--- config.mk ---
export PLATFORM = sky130hd
export DESIGN_NAME = pipeline_hazard_ctrl
export DESIGN_NICKNAME = d
export VERILOG_FILES = /design/src/rtl/pipeline_hazard_ctrl.sv
export SDC_FILE = /design/constraint.sdc
export NUM_CORES = 1
export LEC_CHECK = 0
export BUFFER_PORTS_ARGS = -buffer_cell sky130_fd_sc_hd__clkbuf_2
export CORE_MARGIN = 2
export CORE_UTILIZATION = 47
export DETAILED_ROUTE_END_ITERATION = 7
export PLACE_DENSITY = 0.82
export SLEW_MARGIN = 20
export SYNTH_ARGS = -nofsm -noshare
export SYNTH_HDL_FRONTEND = slang
export SYNTH_SLANG_ARGS = --single-unit
--- constraint.sdc ---
create_clock -name clk_i -period 2.15 [get_ports clk_i]
set_input_delay 0.215 -clock clk_i [delete_from_list [all_inputs] [get_ports clk_i]]
set_output_delay 0.215 -clock clk_i [all_outputs]
set_load 0.005 [all_outputs]
--- src/rtl/pipeline_hazard_ctrl.sv ---
// pipeline_hazard_ctrl
//   Stall/flush sequencer for the IF/ID, ID/EX, EX/MEM and MEM/WB pipeline
//   registers. It resolves three kinds of events:
//     - multi-cycle data-memory accesses: the whole pipe freezes and MEM/WB
//       takes a bubble every frozen cycle;
//     - load-use hazards: IF and ID hold, and a bubble goes into ID/EX;
//     - taken branches: the instruction in IF/ID is squashed.
//   A memory access that never completes is caught by a timeout counter and
//   parks the block in a sticky error state until reset.
//   A saturating counter records every cycle the PC was held.
//
// Ports
//   clk_i          clock, all state on the rising edge
//   rst_i          asynchronous active-low reset
//   ifid_rs1_i     rs1 of the instruction in ID
//   ifid_rs2_i     rs2 of the instruction in ID
//   idex_memread_i instruction in EX is a load
//   idex_rd_i      rd of the instruction in EX
//   branch_taken_i branch resolved taken in ID this cycle
//   exmem_memreq_i instruction in MEM accesses data memory
//   dmem_ready_i   data memory completes the access this cycle
//   pc_we_o, ifid_we_o, idex_we_o, exmem_we_o   pipeline register write enables
//   ifid_flush_o, idex_flush_o, memwb_flush_o   bubble/NOP inserts
//   err_o          sticky memory-timeout error
//   stall_cnt_o    cycles with pc_we_o=0 since reset, saturating
module pipeline_hazard_ctrl #(
    parameter int MEM_TIMEOUT = 16,
    parameter int CNT_W       = 32
) (
    input  logic             clk_i,
    input  logic             rst_i,
    input  logic [4:0]       ifid_rs1_i,
    input  logic [4:0]       ifid_rs2_i,
    input  logic             idex_memread_i,
    input  logic [4:0]       idex_rd_i,
    input  logic             branch_taken_i,
    input  logic             exmem_memreq_i,
    input  logic             dmem_ready_i,
    output logic             pc_we_o,
    output logic             ifid_we_o,
    output logic             ifid_flush_o,
    output logic             idex_we_o,
    output logic             idex_flush_o,
    output logic             exmem_we_o,
    output logic             memwb_flush_o,
    output logic             err_o,
    output logic [CNT_W-1:0] stall_cnt_o
);

    localparam int WCW = $clog2(MEM_TIMEOUT + 1);
    localparam logic [WCW-1:0] WAIT_LAST = WCW'(MEM_TIMEOUT - 1);

    typedef enum logic [1:0] {RUN, MEM_WAIT, ERR} state_t;

    state_t         state, state_nxt;
    logic [WCW-1:0] wait_cnt;
    logic           mem_stall;
    logic           load_use;
    logic           advance;

    assign mem_stall = exmem_memreq_i & ~dmem_ready_i;

    // x0 is never a real dependency, so a load targeting it cannot stall.
    assign load_use = idex_memread_i & (idex_rd_i != 5'd0) &
                      ((idex_rd_i == ifid_rs1_i) | (idex_rd_i == ifid_rs2_i));

    // Cycles in which the pipe is allowed to move. In MEM_WAIT the pending
    // request sits in the frozen EX/MEM register, so exmem_memreq_i is ignored
    // and only dmem_ready_i matters.
    assign advance = ((state == RUN) & ~mem_stall) |
                     ((state == MEM_WAIT) & dmem_ready_i);

    // State register and wait counter
    always_ff @(posedge clk_i or negedge rst_i) begin
        if (!rst_i) begin
            state    <= RUN;
            wait_cnt <= '0;
        end else begin
            state <= state_nxt;
            case (state)
                RUN:      if (mem_stall) wait_cnt <= WCW'(1);
                MEM_WAIT: wait_cnt <= dmem_ready_i ? '0 : wait_cnt + WCW'(1);
                default:  wait_cnt <= wait_cnt;
            endcase
        end
    end

    // Next-state logic
    always_comb begin
        state_nxt = state;
        case (state)
            RUN:      if (mem_stall) state_nxt = MEM_WAIT;
            MEM_WAIT: begin
                if (dmem_ready_i)
                    state_nxt = RUN;
                else if (wait_cnt == WAIT_LAST)
                    state_nxt = ERR;
            end
            default:  state_nxt = ERR;
        endcase
    end

    // Output logic
    always_comb begin
        pc_we_o       = 1'b1;
        ifid_we_o     = 1'b1;
        ifid_flush_o  = 1'b0;
        idex_we_o     = 1'b1;
        idex_flush_o  = 1'b0;
        exmem_we_o    = 1'b1;
        memwb_flush_o = 1'b0;
        if (!rst_i) begin
            pc_we_o       = 1'b0;
            ifid_we_o     = 1'b0;
            idex_we_o     = 1'b0;
            exmem_we_o    = 1'b0;
            ifid_flush_o  = 1'b1;
            idex_flush_o  = 1'b1;
            memwb_flush_o = 1'b1;
        end else if (advance) begin
            if (load_use) begin
                // ID holds, so a branch seen this cycle re-resolves next cycle.
                pc_we_o      = 1'b0;
                ifid_we_o    = 1'b0;
                idex_flush_o = 1'b1;
            end else if (branch_taken_i) begin
                ifid_flush_o = 1'b1;
            end
        end else begin
            // Freeze: nothing advances and MEM/WB gets a bubble so the held
            // instruction writes back exactly once, on release.
            pc_we_o       = 1'b0;
            ifid_we_o     = 1'b0;
            idex_we_o     = 1'b0;
            exmem_we_o    = 1'b0;
            memwb_flush_o = 1'b1;
        end
    end

    assign err_o = (state == ERR);

    // Stall-cycle performance counter
    always_ff @(posedge clk_i or negedge rst_i) begin
        if (!rst_i)
            stall_cnt_o <= '0;
        else if (!pc_we_o && (stall_cnt_o != {CNT_W{1'b1}}))
            stall_cnt_o <= stall_cnt_o + CNT_W'(1);
    end

endmodule
; Word level (Yosys, flattened, before mapping)
; Cells that the tools add are included.
[classes]
addsub = 2
n_eq_ne = 8
mux = 21
n_bitwise = 9
reduce_logical = 7
[op_table]
columns = operator, count
row1 = $add A32 B1 Y32 const B, 1
row2 = $ne A32 B32 Y1 const B, 1
row3 = $mux W1, 14
row4 = $eq A5 B5 Y1, 2
row5 = $mux W5, 2
row6 = $pmux W5 S2, 1
row7 = $mux W2, 3
row8 = $add A5 B1 Y5 const B, 1
row9 = $and A1 B1 Y1, 5
row10 = $eq A5 B4 Y1 const B, 1
row11 = $reduce_bool A5 Y1, 1
row12 = $pmux W2 S2, 1
row13 = $reduce_and A2 Y1, 2
row14 = $ne A3 B2 Y1 const B, 1
row15 = $eq A2 B1 Y1 const B, 1
row16 = $eq A2 B2 Y1 const B, 1
row17 = $logic_not A2 Y1, 1
row18 = $ne A2 B2 Y1 const B, 1
row19 = $not A1 Y1, 2
row20 = $or A1 B1 Y1, 2
row21 = $reduce_bool A2 Y1, 1
row22 = $logic_and A1 B1 Y1, 1
row23 = $logic_not A1 Y1, 1
[word_totals]
ff_bits = 39

; Depth between registers and ports, before layout
[logic_depth]
ltp_word = 9
mapped_depth = 9

; Worst setup path after synthesis
; Ideal clock, no wire load.
[synth_timing]
path_type = register to register
startpoint = register stall_cnt_o[0]
endpoint = register stall_cnt_o[1]
setup_time_ps = 128
arrival_time_ps = 1903
required_time_ps = 2022
setup_slack_ps = 120
path_stages_with_launch = 9
period_less_slack_ps = 2030
cell_sequence = dfrtp_1 ha_1 nand4_2 nor4_2 nand4_1 or2_1 buf_6 nand2_1 mux2_1
[synth_via]
elab_chain_len = 2
[synth_rtl]
columns = element, line_no
row1 = "start, declared", 47  ; output logic [CNT_W-1:0] stall_cnt_o
row2 = "start signal, assigned", 147  ; stall_cnt_o <= stall_cnt_o + CNT_W'(1);
row3 = branches (longest 2 deep; another with $add A32 B1 Y32), n/a
; Parallel ways; which one is timed is not known.
; A chain may end at the register's enable or synchronous reset.

; Final worst setup path
[layout_timing]
startpoint = register state[0]
endpoint = output port pc_we_o
[layout_via]
elab_chain_len = 5
[layout_rtl]
columns = element, line_no
row1 = "start, declared", 55  ; state_t state, state_nxt;
row2 = "start signal, assigned", 79  ; state <= state_nxt;
row3 = $eq A2 B1 Y1 / $logic_not A2 Y1 (equally long branches), "71, 70"
row4 = "$and A1 B1 Y1, on equally long branches", "71, 70"
row5 = $or A1 B1 Y1 (*), 70  ; assign advance = ((state == RUN) & ~mem_stall) |
row6 = $mux W1 (*), 120  ; end else if (advance) begin
row7 = $mux W1 (*), 112  ; if (!rst_i) begin
row8 = "end, declared", 39  ; output logic pc_we_o,
; Every way passes the cells marked *; elsewhere a longest branch is shown, timed or not.

==> run metrics <==
die area=around 5300 um^2; Cell Pwr Density=675 nW/um^2; Fin Clk Skew=between 0.006 and 0.007 ns; GP Congestion=0.793; post-cts hold buffer count=0; Slowest-stage cell, CP=dfrtp_2; Clock Tree Root=clkbuf_8; row cnt=25; crit-path max cell delay=0.44 ns; drt pass-1 iters=4; CP startpoint kind=register; Routed wire per std cell=14.1 um; flop and latch count out of synthesis=39; worst path cell trace=or2_1 -> a21oi_4 -> and2_4 -> o21ai_2 -> buf_6 -> inv_2 -> clkbuf_2; number of remaining DRC errors=0; CTS buffer count=5; area of the mapped netlist=2250 um^2; HP Class=in2async; share of post-route cells with drive strength above 1=between 30 and 40%; FMAX=between 0.4 and 0.5 GHz; via count=1847; Slew Limit Headroom=65.5%; Max VDD drop=0.000378 V; All-Layer GR Usage=19.1%; Final HPWL DP=3540 um; Total Wirelength=4820 um; first-pass GRT wire length=7790 um; Warnings, synthesis=0; syn_nets=between 200 and 250; Layout area overhead=22.1%; EDFF count, synth=0; Final Hold Fails=0; Std-Cell Core Area=4660 um^2; Final Setup Violations=0; GRT Residual Overflow=0; DRT iter0 DRCs=155; largest net degree at the start of global routing=42; ys async rst share=100%; Post-Syn Instances=218; Starting Density=approximately half; CP max FO=17; number of global-route vias before repair=~1700; die height=73.1 um; Data arrival, critical path=~1.8 ns; Clock Latency Late Sink=0.30 ns; pins over their slew limit=0; unrepaired setup endpoints after global routing=false; CTS tree=built; Die Width=73.1 um; Least-Margin Pin Slew=just over 0.5 ns; Seq/Total Area, Yosys=43.5%; synth unique cells=37; # H-tree levels=2; CP Class=reg2out; Final TNS setup=0 ns; clock sink count=39; vias per inst=5.42; fin crit share=94.8%; PortBufs=60; post-route ant nets=0; antenna violations before repair=0; Worst-path clk slew=0.07 ns; maxcap violations=0; I/O pins=about 60; Worst Setup End Kind=primary output; clk buf depth=2; fin crit period=roughly 2 ns; outcome=completed; Synth Area per Inst=between 10 and 15 um^2; hold slack=~0.047 ns; n_diodes=0; fin nets=310; Most used DFF post-synth=dfrtp_1; CP Data Required Time=1.93 ns; Lkg Pwr=1.27 nW
-- cell type report --
type	count	area (um^2)
Fill cell	437	1920
Inverter	5	18.8
Timing Repair Buffer	70	379
Tap cell	54	67.6
Multi-Input combinational cell	165	1200
Clock buffer	8	100
Sequential cell	39	977
-- worst max-delay path: cells and delay by family (launching register included) --
kind / cells / cell delay (ns)
buffers and inverters: 3 / 0.35
AOI/OAI and AO/OA: 2 / 0.25
and+or+nand+nor: 2 / 0.48
DFF: 1 / 0.44
-- metrics by stage --
| step | area, um^2 | worst slack [ns] | util (%) | cells | total power [mW] |
|---|---|---|---|---|---|
| CTS | 2720 | 0.0530 | 58.4 | 339 | 1.87 |
| global route | 2740 | 0.0158 | 58.8 | 341 | 1.95 |
| finish | 2740 | 0.112 | 58.8 | 341 | 1.85 |
| detailed placement | 2610 | 0.177 | 56.0 | 331 | 1.32 |
| global placement | 2610 | 0.188 | 56.0 | 331 | 1.31 |
| floorplan | 2250 | 0.120 | - | 218 | 1.12 |
-- timing repair --
| action | CTS | global route |
|---|---|---|
| resized for setup | 4 | 1 |
| setup buffers | 0 | 2 |
| pin swaps | 0 | 1 |
| setup endpoints to repair | 2 | 2 |
-- path summary, 6_finish.rpt --
kind | startpoint | to | slack, ns | cells past startpoint
max in group asynchronous | rst_i | state[0] | 1.72 | 2
max | state[0] | pc_we_o | 0.11 | 7
min reg2reg | wait_cnt[4] | wait_cnt[4] | 0.48 | 2
min | rst_i | stall_cnt_o[30] | 0.05 | 2
min in group clk_i | dmem_ready_i | state[0] | 0.23 | 4
max reg2reg | stall_cnt_o[5] | stall_cnt_o[26] | 0.22 | 6
-- cell families (layout without fill, tap and decap cells) --
family                     count (synthesis)  after routing  share of synthesized area (%)
DFF                                       39             39                           43.5
buffers and inverters                     14             83                           3.90
and+or+nand+nor                          104            104                           30.2
adders and majority gates                  3              3                           1.67
muxes                                      2              2                          0.947
xor gates and xnor gates                  41             41                           16.0
AOI/OAI and AO/OA                         15             15                           3.84
-- registers in the layout (all words and copies together) (netlist names) --
name and flops:
stall_cnt_o 32, wait_cnt 5, state 2
-- synthesized netlist by cell type (3+ instances only) --
cell type / n / area (um^2)
a21oi_1: 4 / 20.0
and2_1: 3 / 18.8
and3_1: 12 / 75.1
and4_1: 3 / 26.3
buf_2: 4 / 20.0
buf_6: 3 / 33.8
dfrtp_1: 39 / 976
ha_1: 3 / 37.5
inv_1: 4 / 15.0
nand2_1: 20 / 75.1
nand3_1: 9 / 45.0
nand3_2: 11 / 110
nand4_1: 11 / 68.8
nand4_2: 3 / 37.5
nand4b_1: 3 / 26.3
nor2_1: 11 / 41.3
nor3_1: 6 / 30.0
o21ai_0: 5 / 25.0
o21ai_1: 3 / 15.0
xnor2_1: 31 / 272
xor2_1: 10 / 87.6
-- where the power goes --
group,internal (mW),switching [mW],total (mW)
logic,0.210,0.195,0.406
registers,0.809,0.0901,0.899
clock network,0.293,0.255,0.547
total,1.31,0.540,1.85
-- layer usage --
metal  global-route usage (%)  vias to the layer above  share of wire [%]
li1                         -                      897                  -
met1                     23.9                      890                 44
met2                     30.8                       53                 50
met3                     5.39                        7                4.7
met4                     8.44                        0                1.8
met5                        0                        -                  0
-- cells in the final DEF, fill, tap and decap left out, types with 6 or more instances in the layout --
| cell | count |
|---|---|
| and3_1 | 12 |
| buf_4 | 9 |
| clkbuf_2 | 60 |
| clkbuf_8 | 7 |
| dfrtp_1 | 38 |
| nand2_1 | 20 |
| nand3_1 | 9 |
| nand3_2 | 11 |
| nand4_1 | 11 |
| nor2_1 | 11 |
| nor3_1 | 6 |
| xnor2_1 | 31 |
| xor2_1 | 10 |
(Power assumes the default switching activity.)
